### config.mk
export PLATFORM = sky130hd
export DESIGN_NAME = truth_table_sequencer_flat
export DESIGN_NICKNAME = d
export VERILOG_FILES = /design/src/rtl/truth_table_sequencer_pkg.sv /design/src/rtl/truth_table_sequencer_if.sv /design/src/rtl/truth_table_sequencer_settle_counter.sv /design/src/rtl/truth_table_sequencer.sv /design/src/flat_wrapper.sv
export SDC_FILE = /design/constraint.sdc
export NUM_CORES = 1
export LEC_CHECK = 0
export ABC_AREA = 1
export CAP_MARGIN = 15
export CELL_PAD_IN_SITES_DETAIL_PLACEMENT = 0
export CELL_PAD_IN_SITES_GLOBAL_PLACEMENT = 1
export CORE_MARGIN = 2
export CORE_UTILIZATION = 46
export CTS_BUF_LIST = sky130_fd_sc_hd__clkbuf_8
export CTS_CLUSTER_SIZE = 40
export DETAILED_ROUTE_END_ITERATION = 8
export GPL_ROUTABILITY_DRIVEN = 0
export PLACE_DENSITY = 0.84
export SLEW_MARGIN = 5
export SYNTH_ARGS = -nofsm -noshare
export SYNTH_HDL_FRONTEND = slang
export SYNTH_HIERARCHICAL = 1
export SYNTH_SLANG_ARGS = --single-unit
### constraint.sdc
create_clock -name clock -period 2.9 [get_ports clock]
set_input_delay 0.29 -clock clock [delete_from_list [all_inputs] [get_ports clock]]
set_output_delay 0.29 -clock clock [all_outputs]
set_load 0.05 [all_outputs]
### src/rtl/truth_table_sequencer_pkg.sv
// rtl/truth_table_sequencer_pkg.sv - shared types, widths and helpers for the truth-table sequencer
package truth_table_sequencer_pkg;

  typedef enum logic [1:0] {
    IDLE  = 2'd0,
    DRIVE = 2'd1,
    DONE  = 2'd2
  } state_t;

  localparam int NUM_VECTORS = 4;
  localparam int CNT_W       = 8;
  localparam int IDX_W       = 2;

  // Lowest set bit of the mismatch mask; an all-clear mask reports vector 0.
  function automatic logic [IDX_W-1:0] first_set(input logic [NUM_VECTORS-1:0] mask);
    logic [IDX_W-1:0] pos;
    pos = '0;
    for (int k = NUM_VECTORS - 1; k >= 0; k--) begin
      if (mask[k]) pos = IDX_W'(k);
    end
    return pos;
  endfunction

endpackage

### src/rtl/truth_table_sequencer_if.sv
// rtl/truth_table_sequencer_if.sv - control, status and circuit-drive signals of the sequencer
interface truth_table_sequencer_if;
  import truth_table_sequencer_pkg::*;

  logic                   start;
  logic                   abort;
  logic                   A_0;
  logic                   B_0;
  logic                   C_0;
  logic                   busy;
  logic                   done;
  logic                   pass;
  logic [NUM_VECTORS-1:0] mismatch_mask;
  logic [IDX_W-1:0]       first_fail;

  // Sequencer side: takes requests and the circuit output, drives the circuit and status.
  modport slave (
    input  start, abort, C_0,
    output A_0, B_0, busy, done, pass, mismatch_mask, first_fail
  );

  // Host/circuit side: issues requests, supplies C, observes drive and status.
  modport master (
    output start, abort, C_0,
    input  A_0, B_0, busy, done, pass, mismatch_mask, first_fail
  );

endinterface

### src/rtl/truth_table_sequencer_settle_counter.sv
// rtl/truth_table_sequencer_settle_counter.sv - loadable up/down counter with terminal-count flag
module settle_counter #(
  parameter int WIDTH = 8
) (
  input  logic             clock,
  input  logic             reset,
  input  logic             load,
  input  logic [WIDTH-1:0] load_value,
  input  logic             enable,
  input  logic             up,
  input  logic [WIDTH-1:0] terminal,
  output logic             tc
);

  logic [WIDTH-1:0] count;

  // Load wins over counting so a caller can restart the window on the terminal edge.
  always_ff @(posedge clock or posedge reset) begin
    if (reset) begin
      count <= '0;
    end else if (load) begin
      count <= load_value;
    end else if (enable) begin
      count <= up ? count + 1'b1 : count - 1'b1;
    end
  end

  assign tc = (count == terminal);

endmodule

### src/rtl/truth_table_sequencer.sv
// rtl/truth_table_sequencer.sv - sweeps A/B through all vectors and checks C against a truth table
module truth_table_sequencer
  import truth_table_sequencer_pkg::*;
#(
  parameter int                     SETTLE_CYCLES = 4,
  parameter logic [NUM_VECTORS-1:0] EXPECTED      = 4'b0110
) (
  input  logic                    clock,
  input  logic                    reset,
  truth_table_sequencer_if.slave  bus
);

  localparam logic [CNT_W-1:0] TERMINAL = CNT_W'(SETTLE_CYCLES - 1);
  localparam logic [IDX_W-1:0] LAST_IDX = IDX_W'(NUM_VECTORS - 1);

  state_t                 state;
  state_t                 state_next;
  logic [IDX_W-1:0]       idx;
  logic [IDX_W-1:0]       idx_next;
  logic [NUM_VECTORS-1:0] mask_next;
  logic                   cnt_tc;
  logic                   cnt_load;
  logic                   launch;
  logic                   sample;
  logic                   last_sample;

  // Abort outranks both a new start and the sample/advance of the current vector.
  assign launch      = (state == IDLE) && bus.start && !bus.abort;
  assign sample      = (state == DRIVE) && cnt_tc && !bus.abort;
  assign last_sample = sample && (idx == LAST_IDX);
  assign cnt_load    = (state != DRIVE) || bus.abort || cnt_tc;

  settle_counter #(
    .WIDTH (CNT_W)
  ) u_settle (
    .clock      (clock),
    .reset      (reset),
    .load       (cnt_load),
    .load_value ('0),
    .enable     (state == DRIVE),
    .up         (1'b1),
    .terminal   (TERMINAL),
    .tc         (cnt_tc)
  );

  // State register.
  always_ff @(posedge clock or posedge reset) begin
    if (reset) state <= IDLE;
    else       state <= state_next;
  end

  // Next-state: IDLE -> DRIVE on start, DRIVE -> DONE after the last sample, DONE lasts one cycle.
  always_comb begin
    state_next = state;
    case (state)
      IDLE:    if (launch) state_next = DRIVE;
      DRIVE:   if (bus.abort) state_next = IDLE;
               else if (last_sample) state_next = DONE;
      DONE:    state_next = IDLE;
      default: state_next = IDLE;
    endcase
  end

  // State-decoded status outputs.
  always_comb begin
    bus.busy = (state == DRIVE);
    bus.done = (state == DONE);
  end

  // Vector index and mask for the coming cycle; the mask bit of the current vector is set on its sample edge.
  always_comb begin
    idx_next  = idx;
    mask_next = bus.mismatch_mask;
    if (launch || bus.abort) begin
      idx_next = '0;
    end else if (sample) begin
      idx_next = last_sample ? '0 : idx + 1'b1;
    end
    if (launch) begin
      mask_next = '0;
    end else if (sample) begin
      mask_next[idx] = bus.C_0 ^ EXPECTED[idx];
    end
  end

  // Registered circuit drive and results; verdict is taken from the mask including the final sample.
  always_ff @(posedge clock or posedge reset) begin
    if (reset) begin
      idx               <= '0;
      bus.A_0           <= 1'b0;
      bus.B_0           <= 1'b0;
      bus.mismatch_mask <= '0;
      bus.pass          <= 1'b0;
      bus.first_fail    <= '0;
    end else begin
      idx               <= idx_next;
      bus.A_0           <= (state_next == DRIVE) && idx_next[1];
      bus.B_0           <= (state_next == DRIVE) && idx_next[0];
      bus.mismatch_mask <= mask_next;
      if (launch) begin
        bus.pass       <= 1'b0;
        bus.first_fail <= '0;
      end else if (last_sample) begin
        bus.pass       <= (mask_next == '0);
        bus.first_fail <= first_set(mask_next);
      end
    end
  end

endmodule

### src/flat_wrapper.sv
// flat-port wrapper written by rule: the top's interface ports become plain ports
module truth_table_sequencer_flat import truth_table_sequencer_pkg::*;
#(
  parameter int                     SETTLE_CYCLES = 4,
  parameter logic [NUM_VECTORS-1:0] EXPECTED      = 4'b0110
)
  (clock, reset, bus_start, bus_abort, bus_C_0, bus_A_0, bus_B_0, bus_busy, bus_done, bus_pass, bus_mismatch_mask, bus_first_fail);
  truth_table_sequencer_if bus_i ();
  input  logic clock;
  input  logic reset;
  input wire logic [$bits(bus_i.start)-1:0] bus_start;
  input wire logic [$bits(bus_i.abort)-1:0] bus_abort;
  input wire logic [$bits(bus_i.C_0)-1:0] bus_C_0;
  output wire logic [$bits(bus_i.A_0)-1:0] bus_A_0;
  output wire logic [$bits(bus_i.B_0)-1:0] bus_B_0;
  output wire logic [$bits(bus_i.busy)-1:0] bus_busy;
  output wire logic [$bits(bus_i.done)-1:0] bus_done;
  output wire logic [$bits(bus_i.pass)-1:0] bus_pass;
  output wire logic [$bits(bus_i.mismatch_mask)-1:0] bus_mismatch_mask;
  output wire logic [$bits(bus_i.first_fail)-1:0] bus_first_fail;
  assign bus_i.start = bus_start;
  assign bus_i.abort = bus_abort;
  assign bus_i.C_0 = bus_C_0;
  assign bus_A_0 = bus_i.A_0;
  assign bus_B_0 = bus_i.B_0;
  assign bus_busy = bus_i.busy;
  assign bus_done = bus_i.done;
  assign bus_pass = bus_i.pass;
  assign bus_mismatch_mask = bus_i.mismatch_mask;
  assign bus_first_fail = bus_i.first_fail;
  truth_table_sequencer #(.SETTLE_CYCLES(SETTLE_CYCLES), .EXPECTED(EXPECTED)) u_core (.clock(clock), .reset(reset), .bus(bus_i));
endmodule
==> results.json, run 1 <==
{
  "cp-start-kind": "flop",
  "grt_pass1_wl_um": 5180,
  "finalPower_uw": 697,
  "status": "finished, final reports clean",
  "clkSlewWorstSetupHoldPaths_ns": 0.08,
  "power_density_nw_per_um2": 382,
  "rsz0062_at_grt": "no",
  "clk_latency_ns": 0.26,
  "fillers": 316,
  "drv_slew": 0,
  "drt_pass1_iterations": 4,
  "cp_max_fo": 4,
  "numCtsBuffers": 3,
  "hold_violations": 0,
  "wl_um": 2860,
  "antenna_found_initial": 0,
  "drive_above_1_share_pct": 10.3,
  "area_growth_pct": 18.7,
  "worst_ep_required_time_ns": 2.61,
  "synthCells": 200,
  "relSlewSlack_pct": 65.6,
  "initial_core_util_pct": 49.5,
  "p_leak_uw": 0.000971,
  "holdBufCountCts": 0,
  "first_iter_violations": 65,
  "ant_nets": 0,
  "worstMarginPinSlew_ns": 0.516,
  "ys_types": 30,
  "htreeDepth": 1,
  "async_flop_share_pct": 100,
  "ys.warnings.count": 6,
  "hold_class": "input port to asynchronous set/reset pin",
  "ir_worst_vdd_mv": 0.226,
  "drc": 0,
  "track_usage_pct": 18.3,
  "crit_type": "flop to output pin",
  "ys_seq_area_share_pct": 34.2,
  "fin_crit_sh_pct": 73.1,
  "synth_xor_area_share_pct": 5.13,
  "grt_max_degree": 14,
  "nNetsFinal": 250,
  "synth_compound_area_share_pct": 7.01,
  "dp_hpwl_um": 2390,
  "die_w_um": 61.8,
  "min_period_ns": 2.12,
  "post_cts_buffers": 0,
  "synthAdderAreaFrac_pct": 9.45,
  "arrival_ns": 1.83,
  "synthSimpleGateAreaFrac_pct": 33.3,
  "drv_cap": 0,
  "die_h_um": 61.8,
  "cts_tree": "yes",
  "first_global_vias": 1310,
  "core_um2": 3100,
  "cts.sinks": 21,
  "antenna_cells": 0,
  "muxShareOfSynthArea_pct": 0,
  "fin_setup_tns_ns": 0,
  "cts-resized-gates": 0,
  "cp-end-kind": "output pin",
  "wl_per_cell_um": 10.3,
  "ys_seq_elements": 21,
  "skew_ns": 0.00409,
  "die-area_um2": 3820,
  "overflow": 0,
  "synth_top_family_by_area": "simple AND/OR/NAND/NOR gates",
  "synth_flop_cell": "dfrtp_1",
  "via_per_inst": 4.60,
  "placementRows": 20,
  "clock_path_buffers": 2,
  "synth_edf_count": 0,
  "max_freq_ghz": 0.472,
  "syn_area_um2": 1540,
  "setup_viol": 0,
  "portBuffers": 15,
  "io_pins": 16,
  "root_buffer": "clkbuf_8",
  "num_vias": 1273,
  "avgSynthCellArea_um2": 7.68
}
worst max-delay path, cell delays in order (launching register included):
cell and delay, ns:
dfrtp_1 0.39, inv_1 0.10, nor2_1 0.23, clkdlybuf4s50_1 0.86
sequential cells by signal, indices dropped and copies added (netlist names):
name / cells
u_core/bus.A_0: 1
u_core/bus.B_0: 1
u_core/bus.first_fail: 2
u_core/bus.mismatch_mask: 4
u_core/bus.pass: 1
u_core/idx: 2
u_core/state: 2
u_core/u_settle/count: 8
cell families (layout without fill, tap and decap cells):
group / Yosys count / in the layout
and+or+nand+nor: 106 / 106
buffers and inverters: 37 / 54
DFF: 21 / 21
AOI/OAI and AO/OA: 14 / 14
adders and majority gates: 11 / 11
xor gates and xnor gates: 9 / 9
other: 2 / 18
Yosys cell counts, types with 2 or more instances:
| library cell | number | share of area, % |
|---|---|---|
| nand2_2 | 2 | 0.81 |
| dfrtp_1 | 21 | 34 |
| o211ai_1 | 2 | 0.98 |
| nor2_2 | 2 | 0.81 |
| inv_2 | 4 | 0.98 |
| nand3_2 | 6 | 3.9 |
| or2_4 | 2 | 1.1 |
| nand2_1 | 58 | 14 |
| a22oi_1 | 3 | 1.5 |
| nor3_1 | 2 | 0.65 |
| xnor2_1 | 8 | 4.6 |
| nand4_1 | 3 | 1.2 |
| nor2_1 | 10 | 2.4 |
| buf_6 | 2 | 1.5 |
| nand3b_1 | 2 | 0.98 |
| conb_1 | 2 | 0.49 |
| inv_1 | 30 | 7.3 |
| ha_1 | 10 | 8.1 |
| o21ai_0 | 3 | 0.98 |
| nand4_2 | 2 | 1.6 |
| nand3_1 | 17 | 5.5 |
final timing paths:
kind	from	end	slack, ns	cells after the start
max in group asynchronous	reset	u_core/bus.A_0$_DFF_PP0_	2.17	2
min in group clock	u_core/bus.pass$_DFFE_PP0P_	u_core/bus.pass$_DFFE_PP0P_	0.48	2
hold reg to reg	u_core/bus.pass$_DFFE_PP0P_	u_core/bus.pass$_DFFE_PP0P_	0.48	2
setup reg to reg	u_core/u_settle/count[6]$_DFFE_PP0P_	u_core/bus.first_fail[0]$_DFFE_PP0P_	0.81	12
setup / recovery	u_core/state[0]$_DFF_PP0_	bus_busy	0.78	3
hold / removal	reset	u_core/u_settle/count[6]$_DFFE_PP0P_	0.31	2
layout make-up:
type | instances | area [um^2] | share of cell area [%]
repair buffers | 15 | 150 | 8.24
well taps | 44 | 55.1 | 3.02
multi-input cells | 158 | 911 | 50.0
clock inverters | 1 | 3.75 | 0.206
clock buffers | 3 | 41.3 | 2.26
flip-flops and latches | 21 | 526 | 28.8
inverters | 35 | 136 | 7.48
metal layers:
metal,track usage [%],routed length (um),vias to the layer above
met5,0,0,-
met4,6.38,15,0
met3,2.69,72,2
met2,34.4,1560,17
met1,20.9,1210,575
li1,-,-,679
placed cells by master (no fill, tap or decap), types with 4 or more instances in the layout:
cell / netlist / layout
clkdlybuf4s50_1: 0 / 15
nand3_1: 17 / 17
dfrtp_1: 21 / 21
nor2_1: 10 / 10
nand2_1: 58 / 58
xnor2_1: 8 / 8
ha_1: 10 / 10
inv_2: 4 / 4
conb_1: 2 / 18
inv_1: 30 / 31
nand3_2: 6 / 6
power by group:
part           switching, uW  internal, uW
logic                    111          76.0
clock network           91.4          94.2
registers               17.4           307
total                    219           477
per-stage QoR:
stage	setup WS, ns	hold WS, ns	utilization [%]	instance area (um^2)	std cells
CTS	0.754	0.308	58.8	1820	277
detailed placement	0.810	0.466	57.3	1780	273
global placement	0.867	0.464	57.3	1780	273
global route	0.531	0.350	58.8	1820	277
floorplan	1.07	0.106	-	1600	216
finish	0.779	0.305	58.8	1820	277
Power figures use the tool's default switching activity.
==> inputs of run 2 (changes only) <==
--- a/config.mk
+++ b/config.mk
@@ -10,12 +10,12 @@
 export CELL_PAD_IN_SITES_DETAIL_PLACEMENT = 0
 export CELL_PAD_IN_SITES_GLOBAL_PLACEMENT = 1
 export CORE_MARGIN = 2
-export CORE_UTILIZATION = 46
+export CORE_UTILIZATION = 39
 export CTS_BUF_LIST = sky130_fd_sc_hd__clkbuf_8
 export CTS_CLUSTER_SIZE = 40
 export DETAILED_ROUTE_END_ITERATION = 8
 export GPL_ROUTABILITY_DRIVEN = 0
-export PLACE_DENSITY = 0.84
+export PLACE_DENSITY = 0.76
 export SLEW_MARGIN = 5
 export SYNTH_ARGS = -nofsm -noshare
 export SYNTH_HDL_FRONTEND = slang
==> constraint.sdc (replaced) <==
create_clock -name clock -period 1.8 [get_ports clock]
set_input_delay 0.18 -clock clock [delete_from_list [all_inputs] [get_ports clock]]
set_output_delay 0.18 -clock clock [all_outputs]
set_load 0.05 [all_outputs]
==> run 2 against run 1 <==
Sequential cell count unchanged. Non-clock buffer count increased by 14. Sequential share of layout area decreased by 2.3 points. Critical endpoint is now u_core/bus.first_fail[1]$_DFFE_PP0P_. Highest routed layer unchanged.
==> results.json, run 2 (synthesis results as in run 1) <==
{
  "wl_um": 3160,
  "post-route-util_pct": 53.4,
  "largest_reg_flops": 8,
  "drive_above_1_share_pct": 20.6,
  "via_per_inst": 4.52,
  "fin_cells": 295,
  "p_leak_uw": 0.00107,
  "max_freq_ghz": 0.565,
  "io_pins": 16,
  "rsz0062_at_grt": "yes",
  "top_register": "u_core/u_settle/count",
  "worstMarginPinSlew_ns": 0.535,
  "dpl.cell_count": 285,
  "die_h_um": 66.7,
  "drt_pass1_iterations": 4,
  "layout_common_cells": "nand2_1 (53), inv_1 (30), dfrtp_1 (21)",
  "intPower_uw": 802,
  "switchingPower_uw": 372,
  "die_w_um": 66.7,
  "p_seq_share_pct": 43.9,
  "grt_max_degree": 14,
  "first_iter_violations": 47,
  "swShare_pct": 31.7,
  "timing.rr.start": "u_core/u_settle/count[7]$_DFFE_PP0P_",
  "endpoint": "u_core/bus.first_fail[1]$_DFFE_PP0P_",
  "nNetsFinal": 264,
  "status": "finished, final reports clean",
  "largest_registers": "u_core/u_settle/count (8), u_core/bus.mismatch_mask (4)",
  "area_growth_pct": 29.2,
  "reg2reg_to": "u_core/bus.first_fail[1]$_DFFE_PP0P_",
  "cp-start-kind": "flop",
  "antenna_found_initial": 0,
  "die-area_um2": 4450,
  "cts.sinks": 21,
  "p_comb_share_pct": 29.8,
  "antenna_cells": 0,
  "r2r_slack_ns": 0.03,
  "numCtsBuffers": 3,
  "slowest_delay_ns": 0.41,
  "drv_slew": 0,
  "worst_ep_required_time_ns": 1.96,
  "crit_buf_inv": 2,
  "root_buffer": "clkbuf_8",
  "critPathLaunch": "u_core/u_settle/count[7]$_DFFE_PP0P_",
  "min_period_ns": 1.77,
  "htreeDepth": 1,
  "drv_cap": 0,
  "core_um2": 3720,
  "crit_slowest_cell": "dfrtp_1",
  "initial_core_util_pct": 41.3,
  "power_frac_clock_pct": 26.3,
  "setup_viol": 0,
  "arrival_ns": 1.93,
  "ir_worst_vdd_mv": 0.434,
  "holdBufCountCts": 0,
  "ant_nets": 0,
  "num_vias": 1332,
  "cts_tree": "yes",
  "crit_type": "flop to flop",
  "cp-end-kind": "flop",
  "crit_path_frequent_cell": "nand2_1",
  "wl_per_cell_um": 10.7,
  "overflow": 0,
  "portBuffers": 15,
  "fin_crit_sh_pct": 98.4,
  "first_global_vias": 1218,
  "hold_class": "input port to asynchronous set/reset pin",
  "skew_ns": 0.00566,
  "crit_cells": 13,
  "dp_hpwl_um": 2480,
  "finalPower_uw": 1170,
  "drc": 0,
  "power_density_nw_per_um2": 592,
  "cp_max_fo": 6,
  "track_usage_pct": 15.5,
  "grt_pass1_wl_um": 5310,
  "clk_latency_ns": 0.26,
  "mostFrequentLayoutCell": "nand2_1",
  "clkSlewWorstSetupHoldPaths_ns": 0.08,
  "clock_path_buffers": 2,
  "fin_setup_tns_ns": 0,
  "crit_chain": "xnor2_2, nand4_1, nor2_2, nand3_2, nor2_4, buf_6, nand2_1, nand2_1, nand3_2, inv_2, nor2_2, nand2_1, nand2_1",
  "crit_family": "simple AND/OR/NAND/NOR gates",
  "r2r_cells": 13,
  "relSlewSlack_pct": 64.3,
  "hold_violations": 0,
  "placementRows": 22
}
run 2: cell count changes in the layout (fill, tap and decap cells not counted), sizes merged:
cell / before / now
clkdlybuf4s50: 15 / 13
inv: 35 / 34
buf: 0 / 16
clkinv: 1 / 2
run 2: repair_timing:
item,CTS,global route
pin swaps,1,4
setup endpoints to repair,3,11
setup buffers,1,5
gates resized for setup,1,12
run 2: through the flow:
step / area, um^2 / setup slack, ns / hold WS, ns
floorplan: 1600 / 0.169 / -0.00434
global placement: 1840 / -0.00656 / 0.464
detailed placement: 1840 / -0.0495 / 0.471
CTS: 1900 / 0.00853 / 0.204
global route: 1980 / -0.116 / 0.250
finish: 1980 / 0.0292 / 0.202
run 2: metal layers:
layer / routed length (um) / global-route usage, % / up-vias
met2: 1410 / 24.0 / 22
met4: 10 / 2.81 / 0
li1: - / - / 706
met3: 113 / 4.05 / 2
met5: 0 / 0 / -
met1: 1620 / 22.0 / 602
run 2: final cells by class:
cell class	count	area [um^2]
well taps	48	60.1
flip-flops and latches	21	526
inverters	35	139
clock buffers	3	41.3
clock inverters	1	5.00
repair buffers	29	254
multi-input cells	158	958
fillers	373	1730
run 2: worst min-delay path by stage:
stage | end | from
floorplan | u_core/u_settle/count[0]$_DFFE_PP0P_ | reset
global placement | u_core/bus.first_fail[1]$_DFFE_PP0P_ | u_core/bus.first_fail[1]$_DFFE_PP0P_
detailed placement | u_core/bus.pass$_DFFE_PP0P_ | u_core/bus.pass$_DFFE_PP0P_
CTS | u_core/u_settle/count[7]$_DFFE_PP0P_ | reset
global route | u_core/u_settle/count[7]$_DFFE_PP0P_ | reset
finish | u_core/u_settle/count[6]$_DFFE_PP0P_ | reset
run 2: power groups by stage:
stage | combinational, uW | sequential [uW] | clock, uW
floorplan | 246 | 526 | 0
global placement | 319 | 523 | 0
detailed placement | 322 | 524 | 0
CTS | 326 | 515 | 322
global route | 400 | 519 | 342
finish | 350 | 515 | 308
==> inputs of run 3 (changes only) <==
==> constraint.sdc (replaced) <==
create_clock -name clock -period 1.5 [get_ports clock]
set_input_delay 0.15 -clock clock [delete_from_list [all_inputs] [get_ports clock]]
set_output_delay 0.15 -clock clock [all_outputs]
set_load 0.05 [all_outputs]
==> run 3 against run 2 <==
The run now ends with negative setup slack left. Via count increased by 5.6%. Sequential share of layout area fell by 2.1 points. Global-route usage up 3.0 points. Critical path depth did not move. Register-to-register slack worse by 0.27 ns. Utilization rose by 4.5 points. Die area is the same. Cell count is 5.1% higher. Sequential power rose by 20%. Setup slack worse by 0.27 ns. First-iteration DRC count grew 47%. Non-clock buffer count grew 15.
==> results.json, run 3 (synthesis results as in run 1) <==
{
  "fin_crit_sh_pct": 116,
  "crit_path_frequent_cell": "nand2_1",
  "numCtsBuffers": 3,
  "wl_per_cell_um": 11.1,
  "antenna_cells": 0,
  "fin_cells": 310,
  "via_per_inst": 4.54,
  "hold_class": "input port to asynchronous set/reset pin",
  "max_freq_ghz": 0.575,
  "p_leak_uw": 0.00118,
  "clock_path_buffers": 2,
  "num_vias": 1407,
  "crit_buf_inv": 1,
  "cts_tree": "yes",
  "worst_ep_required_time_ns": 1.66,
  "skew_ns": 0.00680,
  "power_density_nw_per_um2": 689,
  "portBuffers": 15,
  "slowest_delay_ns": 0.40,
  "min_period_ns": 1.74,
  "drt_pass1_iterations": 4,
  "holdBufCountCts": 0,
  "first_global_vias": 1431,
  "layout_common_cells": "nand2_1 (50), buf_4 (36), inv_1 (27)",
  "met1_length_um": 1640,
  "hold_violations": 0,
  "ant_nets": 0,
  "initial_core_util_pct": 41.3,
  "root_buffer": "clkbuf_8",
  "grt_pass1_wl_um": 6150,
  "area_growth_pct": 40.0,
  "post-route-util_pct": 57.8,
  "cts.sinks": 21,
  "clkSlewWorstSetupHoldPaths_ns": 0.08,
  "crit_slowest_cell": "dfrtp_1",
  "placementRows": 22,
  "relSlewSlack_pct": 66.1,
  "status": "finished with violations",
  "cp_max_fo": 4,
  "arrival_ns": 1.90,
  "drv_cap": 0,
  "die_w_um": 66.7,
  "crit_family": "simple AND/OR/NAND/NOR gates",
  "cp-start-kind": "flop",
  "ir_worst_vdd_mv": 0.375,
  "setup_ws_ns": -0.240,
  "dpl.cell_count": 298,
  "first_iter_violations": 69,
  "highest_layer": "met4",
  "track_usage_pct": 18.5,
  "die-area_um2": 4450,
  "io_pins": 16,
  "finalPower_uw": 1480,
  "fillers": 340,
  "cp-end-kind": "flop",
  "core_um2": 3720,
  "dp_hpwl_um": 2670,
  "overflow": 0,
  "wl_met2_um": 1610,
  "mostFrequentLayoutCell": "nand2_1",
  "crit_type": "flop to flop",
  "top_register": "u_core/u_settle/count",
  "drv_slew": 0,
  "dr_wl_met3_um": 145,
  "drc": 0,
  "rsz0062_at_grt": "yes",
  "htreeDepth": 1,
  "largest_registers": "u_core/u_settle/count (8), u_core/bus.mismatch_mask (4)",
  "wl_um": 3460,
  "violations": "negative setup slack",
  "die_h_um": 66.7,
  "largest_reg_flops": 8,
  "drive_above_1_share_pct": 32.8,
  "crit_chain": "xnor2_1, nand4_1, nor2_2, nand3_2, nor2_4, buf_4, nand2_4, nand3_2, nand2_2, nand2_1, nand2_1, nand2_1, nand2_1",
  "setup_viol": 20,
  "clk_latency_ns": 0.27,
  "grt_max_degree": 14,
  "worstMarginPinSlew_ns": 0.505,
  "nNetsFinal": 279,
  "antenna_found_initial": 0
}
-- run 3: layer usage --
layer | GRT usage [%] | vias to the layer above
met5 | 0 | -
met4 | 8.42 | 0
met3 | 3.38 | 4
met2 | 29.1 | 19
met1 | 24.7 | 647
li1 | - | 737
-- run 3: power by group --
part | switching [uW] | internal (uW)
logic | 263 | 222
clock network | 195 | 185
registers | 21.9 | 594
-- run 3: final cells by class --
class / instances / area (um^2) / area share (%)
Inverter: 35 / 141 / 6.58
Timing Repair Buffer: 44 / 373 / 17.3
Sequential cell: 21 / 526 / 24.4
Multi-Input combinational cell: 158 / 1000 / 46.7
Clock inverter: 1 / 5.00 / 0.233
Tap cell: 48 / 60.1 / 2.79
Clock buffer: 3 / 41.3 / 1.92
-- run 3: path summary, 6_finish.rpt --
path / startpoint / end / slack, ns / cells after the start
setup / recovery: u_core/u_settle/count[5]$_DFFE_PP0P_ / u_core/bus.first_fail[0]$_DFFE_PP0P_ / -0.24 / 13
hold / removal: reset / u_core/u_settle/count[7]$_DFFE_PP0P_ / 0.17 / 2
setup reg to reg: u_core/u_settle/count[5]$_DFFE_PP0P_ / u_core/bus.first_fail[0]$_DFFE_PP0P_ / -0.24 / 13
hold reg to reg: u_core/bus.first_fail[1]$_DFFE_PP0P_ / u_core/bus.first_fail[1]$_DFFE_PP0P_ / 0.49 / 2
max in group asynchronous: reset / u_core/state[0]$_DFF_PP0_ / 0.93 / 2
min in group clock: u_core/bus.first_fail[1]$_DFFE_PP0P_ / u_core/bus.first_fail[1]$_DFFE_PP0P_ / 0.49 / 2
-- run 3: repair_timing --
item / in CTS / in global routing
buffers inserted: 8 / 0
resized for setup: 28 / 2
setup endpoints to repair: 21 / 21
pin swaps: 15 / 6
-- run 3: metrics by stage --
step / TNS (ns) / area [um^2] / setup WS, ns / hold slack [ns]
after floorplan: 0 / 1610 / 0.0353 / -0.0343
after global placement: -2.66 / 1950 / -0.268 / 0.452
after detailed placement: -3.14 / 1950 / -0.302 / 0.467
after CTS: -2.79 / 2150 / -0.253 / 0.180
after global routing: -4.71 / 2150 / -0.363 / 0.214
final: -2.41 / 2150 / -0.240 / 0.169
==> variant 1: new RTL, settings of run 1 <==
Make the reset (`reset`) synchronous in 3 clocked blocks.
--- a/src/rtl/truth_table_sequencer_settle_counter.sv
+++ b/src/rtl/truth_table_sequencer_settle_counter.sv
@@ -17,3 +17,3 @@
   // Load wins over counting so a caller can restart the window on the terminal edge.
-  always_ff @(posedge clock or posedge reset) begin
+  always_ff @(posedge clock) begin
     if (reset) begin
--- a/src/rtl/truth_table_sequencer.sv
+++ b/src/rtl/truth_table_sequencer.sv
@@ -46,3 +46,3 @@
   // State register.
-  always_ff @(posedge clock or posedge reset) begin
+  always_ff @(posedge clock) begin
     if (reset) state <= IDLE;
@@ -86,3 +86,3 @@
   // Registered circuit drive and results; verdict is taken from the mask including the final sample.
-  always_ff @(posedge clock or posedge reset) begin
+  always_ff @(posedge clock) begin
     if (reset) begin
Formal check against the unedited RTL: differs if reset is asserted again (counterexample within 4 cycles, from zero or initial values and one cycle with reset high); with reset held inactive, the same outputs for 10 cycles.
==> variant 1 against run 1 <==
- final area shrank 3.2%
- maximum frequency grew 5.9%
- power shrank 12%
- sequential cell count is the same
- routed wire length grew 4.1%
- critical endpoint unchanged
- setup slack gained 0.12 ns
- area after synthesis shrank 4.2%
- highest routed layer unchanged
==> variant 1: results (changes against run 1) <==
metric	value	unit	change
fraction of registers with async set/reset	0	%	was 100%
DP Area	1720	µm²	was 1780 µm²
Max stage delay on crit path	0.83	ns	was 0.86 ns
Post-Place Setup Slack	0.832	ns	was 0.810 ns
multi-input logic area	967	µm²	was 911 µm²
via-per-instance ratio	4.66		was 4.60
TritonRoute pass-1 iters	4		unchanged
Least-Margin Pin Slew	0.566	ns	was 0.516 ns
number of fill cells	309		was 316
outcome	finished, final reports clean		unchanged
Reg-to-Reg Start	u_core/u_settle/count[0]$_SDFFE_PP0P_		was u_core/u_settle/count[6]$_DFFE_PP0P_
Non-clock buffer share	8.50	%	was 8.24%
Placed Cells	284		was 273
WP data arrival	1.71	ns	was 1.83 ns
post-synthesis compound-gate area fraction	10.5	%	was 7.01%
inverter count	34		was 35
clk tree area frac	2.55	%	was 2.47%
sequential cell area fraction in the yosys report	28.6	%	was 34.2%
P_leak	0.862	nW	was 0.971 nW
Max rail drop VDD	187	µV	was 226 µV
first-pass GRT wire length	5040	µm	was 5180 µm
layout cells sized above 1	9.02	%	was 10.3%
vias in the first global route	1297		was 1310
largest net degree at the start of global routing	17		was 14
top post-synthesis cells by area	dfxtp_1, nand2_1, ha_1, inv_1, nand3_1		was dfrtp_1, nand2_1, ha_1, inv_1, nand3_1
clk_skew	0.00360	ns	was 0.00409 ns
Netlist cell types	34		was 30
final non-filler cell total	288		was 277
xor/xnor share of the synthesized area	5.87	%	was 5.13%
Syn Inst Count	212		was 200
DR WL/cell	10.3	µm	about the same
Initial DRC Count	47		was 65
Post-synth top cells	nand2_1, inv_1, dfxtp_1		was nand2_1, inv_1, dfrtp_1
hpwl dp	2470	µm	was 2390 µm
All-Layer GR Usage	18.1	%	was 18.3%
H-tree Lvls	1		unchanged
sequential fraction of total cell area	23.8	%	was 28.8%
-- variant 1: tightest hold or removal path, stage by stage, from the launching register on --
cell	delay, ns
dfxtp_1	0.31
nand2_1	0.06
a21oi_1	0.06
-- variant 1: final timing paths --
check	to	slack (ns)
setup / recovery	bus_busy	0.90
setup reg to reg	u_core/bus.first_fail[0]$_SDFFE_PP0P_	0.96
hold reg to reg	u_core/bus.first_fail[1]$_SDFFE_PP0P_	0.47
hold / removal	u_core/bus.first_fail[1]$_SDFFE_PP0P_	0.47
-- variant 1: power by group --
part	internal, mW	total, mW	switching [mW]	leakage [nW]
logic	0.0515	0.123	0.0715	0.663
registers	0.296	0.306	0.00994	0.171
clock network	0.0941	0.182	0.0877	0.0269
-- variant 1: metal layers --
metal  global-route usage (%)  share of wire, %  up-vias
li1                         -                 -      720
met1                     19.2                42      603
met2                     36.3                56       17
met3                     2.35               1.9        2
met4                     5.90              0.50        0
met5                        0                 0        -
==> variant 2: new RTL, flow settings as in run 1 <==
Made on the original files. Set the package constant `CNT_W` to 6 (it was 8).
--- a/src/rtl/truth_table_sequencer_pkg.sv
+++ b/src/rtl/truth_table_sequencer_pkg.sv
@@ -10,3 +10,3 @@
   localparam int NUM_VECTORS = 4;
-  localparam int CNT_W       = 8;
+  localparam int CNT_W       = 6;
   localparam int IDX_W       = 2;
Behaviour: same outputs for any inputs over 10 cycles, from zero or initial values and one cycle with reset high; that may be too few to reach the edited logic, so the function may still have changed.
==> variant 2 against run 1 <==
- area after synthesis down 12%
- power down 10%
- utilization shrank 0.091 points
- critical path depth up 9
- sequential share of layout area increased by 0.31 points
- register-to-register slack worse by 0.22 ns
- setup slack lost 0.19 ns
- routed wire length down 3.4%
- final area decreased by 11%
- sequential cell count down 2
- critical path type is now register to register
- largest cell class unchanged
- largest power group unchanged
==> variant 2: results (changes against run 1) <==
metric	value	unit	change
via count	1139		was 1273
Post-Place Setup Slack	0.607	ns	was 0.810 ns
initial antenna violation count	0		unchanged
Crit-path slowest cell	dfrtp_1		was clkdlybuf4s50_1
WP data arrival	2.46	ns	was 1.83 ns
fmax	433	MHz	was 472 MHz
CP Capture Type	register		was primary output
outcome	finished, final reports clean		unchanged
final net count	228		was 250
Bufs on Longest Clock Path	2		unchanged
Setup crit start	u_core/u_settle/count[3]$_DFFE_PP0P_		was u_core/state[0]$_DFF_PP0_
vias in the first global route	1214		was 1310
layout cells sized above 1	14.1	%	was 10.3%
first-pass GRT wire length	5180	µm	unchanged
largest registers	u_core/u_settle/count: 6 flops, u_core/bus.mismatch_mask: 4 flops		was u_core/u_settle/count: 8 flops, u_core/bus.mismatch_mask: 4 flops
Worst slew margin	66.4	%	was 65.6%
P_leak	0.907	nW	was 0.971 nW
FF-to-FF setup slack	0.59	ns	was 0.81 ns
top post-synthesis cells by area	dfrtp_1, nand2_1, inv_1, ha_1, nand3_2		was dfrtp_1, nand2_1, ha_1, inv_1, nand3_1
sequential cell area fraction in the yosys report	35.1	%	was 34.2%
Post-synth top cells	nand2_1, inv_1, dfrtp_1		unchanged
hpwl dp	2300	µm	was 2390 µm
root buffer cell	clkbuf_8		unchanged
Crit Path Max Fanout	11		was 4
All-Layer GR Usage	20.2	%	was 18.3%
number of fill cells	281		was 316
Detailed Route WL	2760	µm	was 2860 µm
Max rail drop VDD	276	µV	was 226 µV
Initial DRC Count	44		was 65
Max stage delay on crit path	0.42	ns	was 0.86 ns
clk_skew	0.00398	ns	was 0.00409 ns
-- variant 2: cell types whose count changed after synthesis, sizes merged, moves of 2 or more --
cell          run 1  this run
nor2             12        10
or2               2         6
xnor2             8         1
nand2            60        55
nand3            23        15
dfrtp            21        19
ha               10         8
-- variant 2: per-layer routing --
layer | wire, µm | track usage [%]
met1 | 1130 | 21.5
met2 | 1520 | 38.0
met3 | 58 | 4.46
met4 | 55 | 7.97
met5 | 0 | 0
-- variant 2: cells by family (layout without fill, tap and decap cells) --
kind of cell / after synthesis / after routing / share of synthesized area [%]
and+or+nand+nor: 96 / 96 / 35.0
buffers and inverters: 38 / 55 / 11.7
DFF: 19 / 19 / 35.1
AOI/OAI and AO/OA: 14 / 14 / 8.13
adders and majority gates: 9 / 9 / 8.86
other: 2 / 19 / 0.554
xor gates and xnor gates: 1 / 1 / 0.646
-- variant 2: stage by stage --
step	hold WS (ns)	instance area (µm²)	util (%)	cells	total power [mW]
finish	0.283	1630	58.7	244	0.627
global placement	0.467	1590	57.0	240	0.438
CTS	0.293	1630	58.7	244	0.632
floorplan	0.0810	1420	-	196	0.408
detailed placement	0.473	1590	57.0	240	0.442
global route	0.311	1630	58.7	244	0.670
-- variant 2: power by group --
group / leakage (nW) / internal, mW / total [mW] / switching (mW)
clock network: 0.0255 / 0.0956 / 0.188 / 0.0925
logic: 0.630 / 0.0560 / 0.150 / 0.0944
registers: 0.251 / 0.277 / 0.288 / 0.0115
total: 0.907 / 0.429 / 0.627 / 0.198
-- variant 2: area by class of cell --
| cell class | count | area [µm²] | area share (%) |
|---|---|---|---|
| well taps | 31 | 38.8 | 2.38 |
| repair buffers | 15 | 150 | 9.20 |
| multi-input cells | 139 | 785 | 48.1 |
| clock inverters | 1 | 5.00 | 0.307 |
| flip-flops and latches | 19 | 475 | 29.1 |
| clock buffers | 3 | 41.3 | 2.53 |
| inverters | 36 | 136 | 8.36 |
-- variant 2: worst max-delay path: cells and delay by family (launching register included) --
| family | cells | cell delay [ns] |
|---|---|---|
| and+or+nand+nor | 11 | 1.58 |
| xor gates and xnor gates | 1 | 0.20 |
| DFF | 1 | 0.42 |
-- variant 2: how the worst min path moves through the flow --
stage,start,to,slack (ns),cells after the start
3_5_place_dp,u_core/bus.first_fail[0]$_DFFE_PP0P_,u_core/bus.first_fail[0]$_DFFE_PP0P_,0.47,2
5_1_grt,reset,u_core/u_settle/count[5]$_DFFE_PP0P_,0.31,2
3_3_place_gp,u_core/bus.first_fail[1]$_DFFE_PP0P_,u_core/bus.first_fail[1]$_DFFE_PP0P_,0.47,2
4_1_cts,reset,u_core/u_settle/count[4]$_DFFE_PP0P_,0.29,2
2_1_floorplan,reset,u_core/u_settle/count[0]$_DFFE_PP0P_,0.08,1
6_report,reset,u_core/u_settle/count[5]$_DFFE_PP0P_,0.28,2
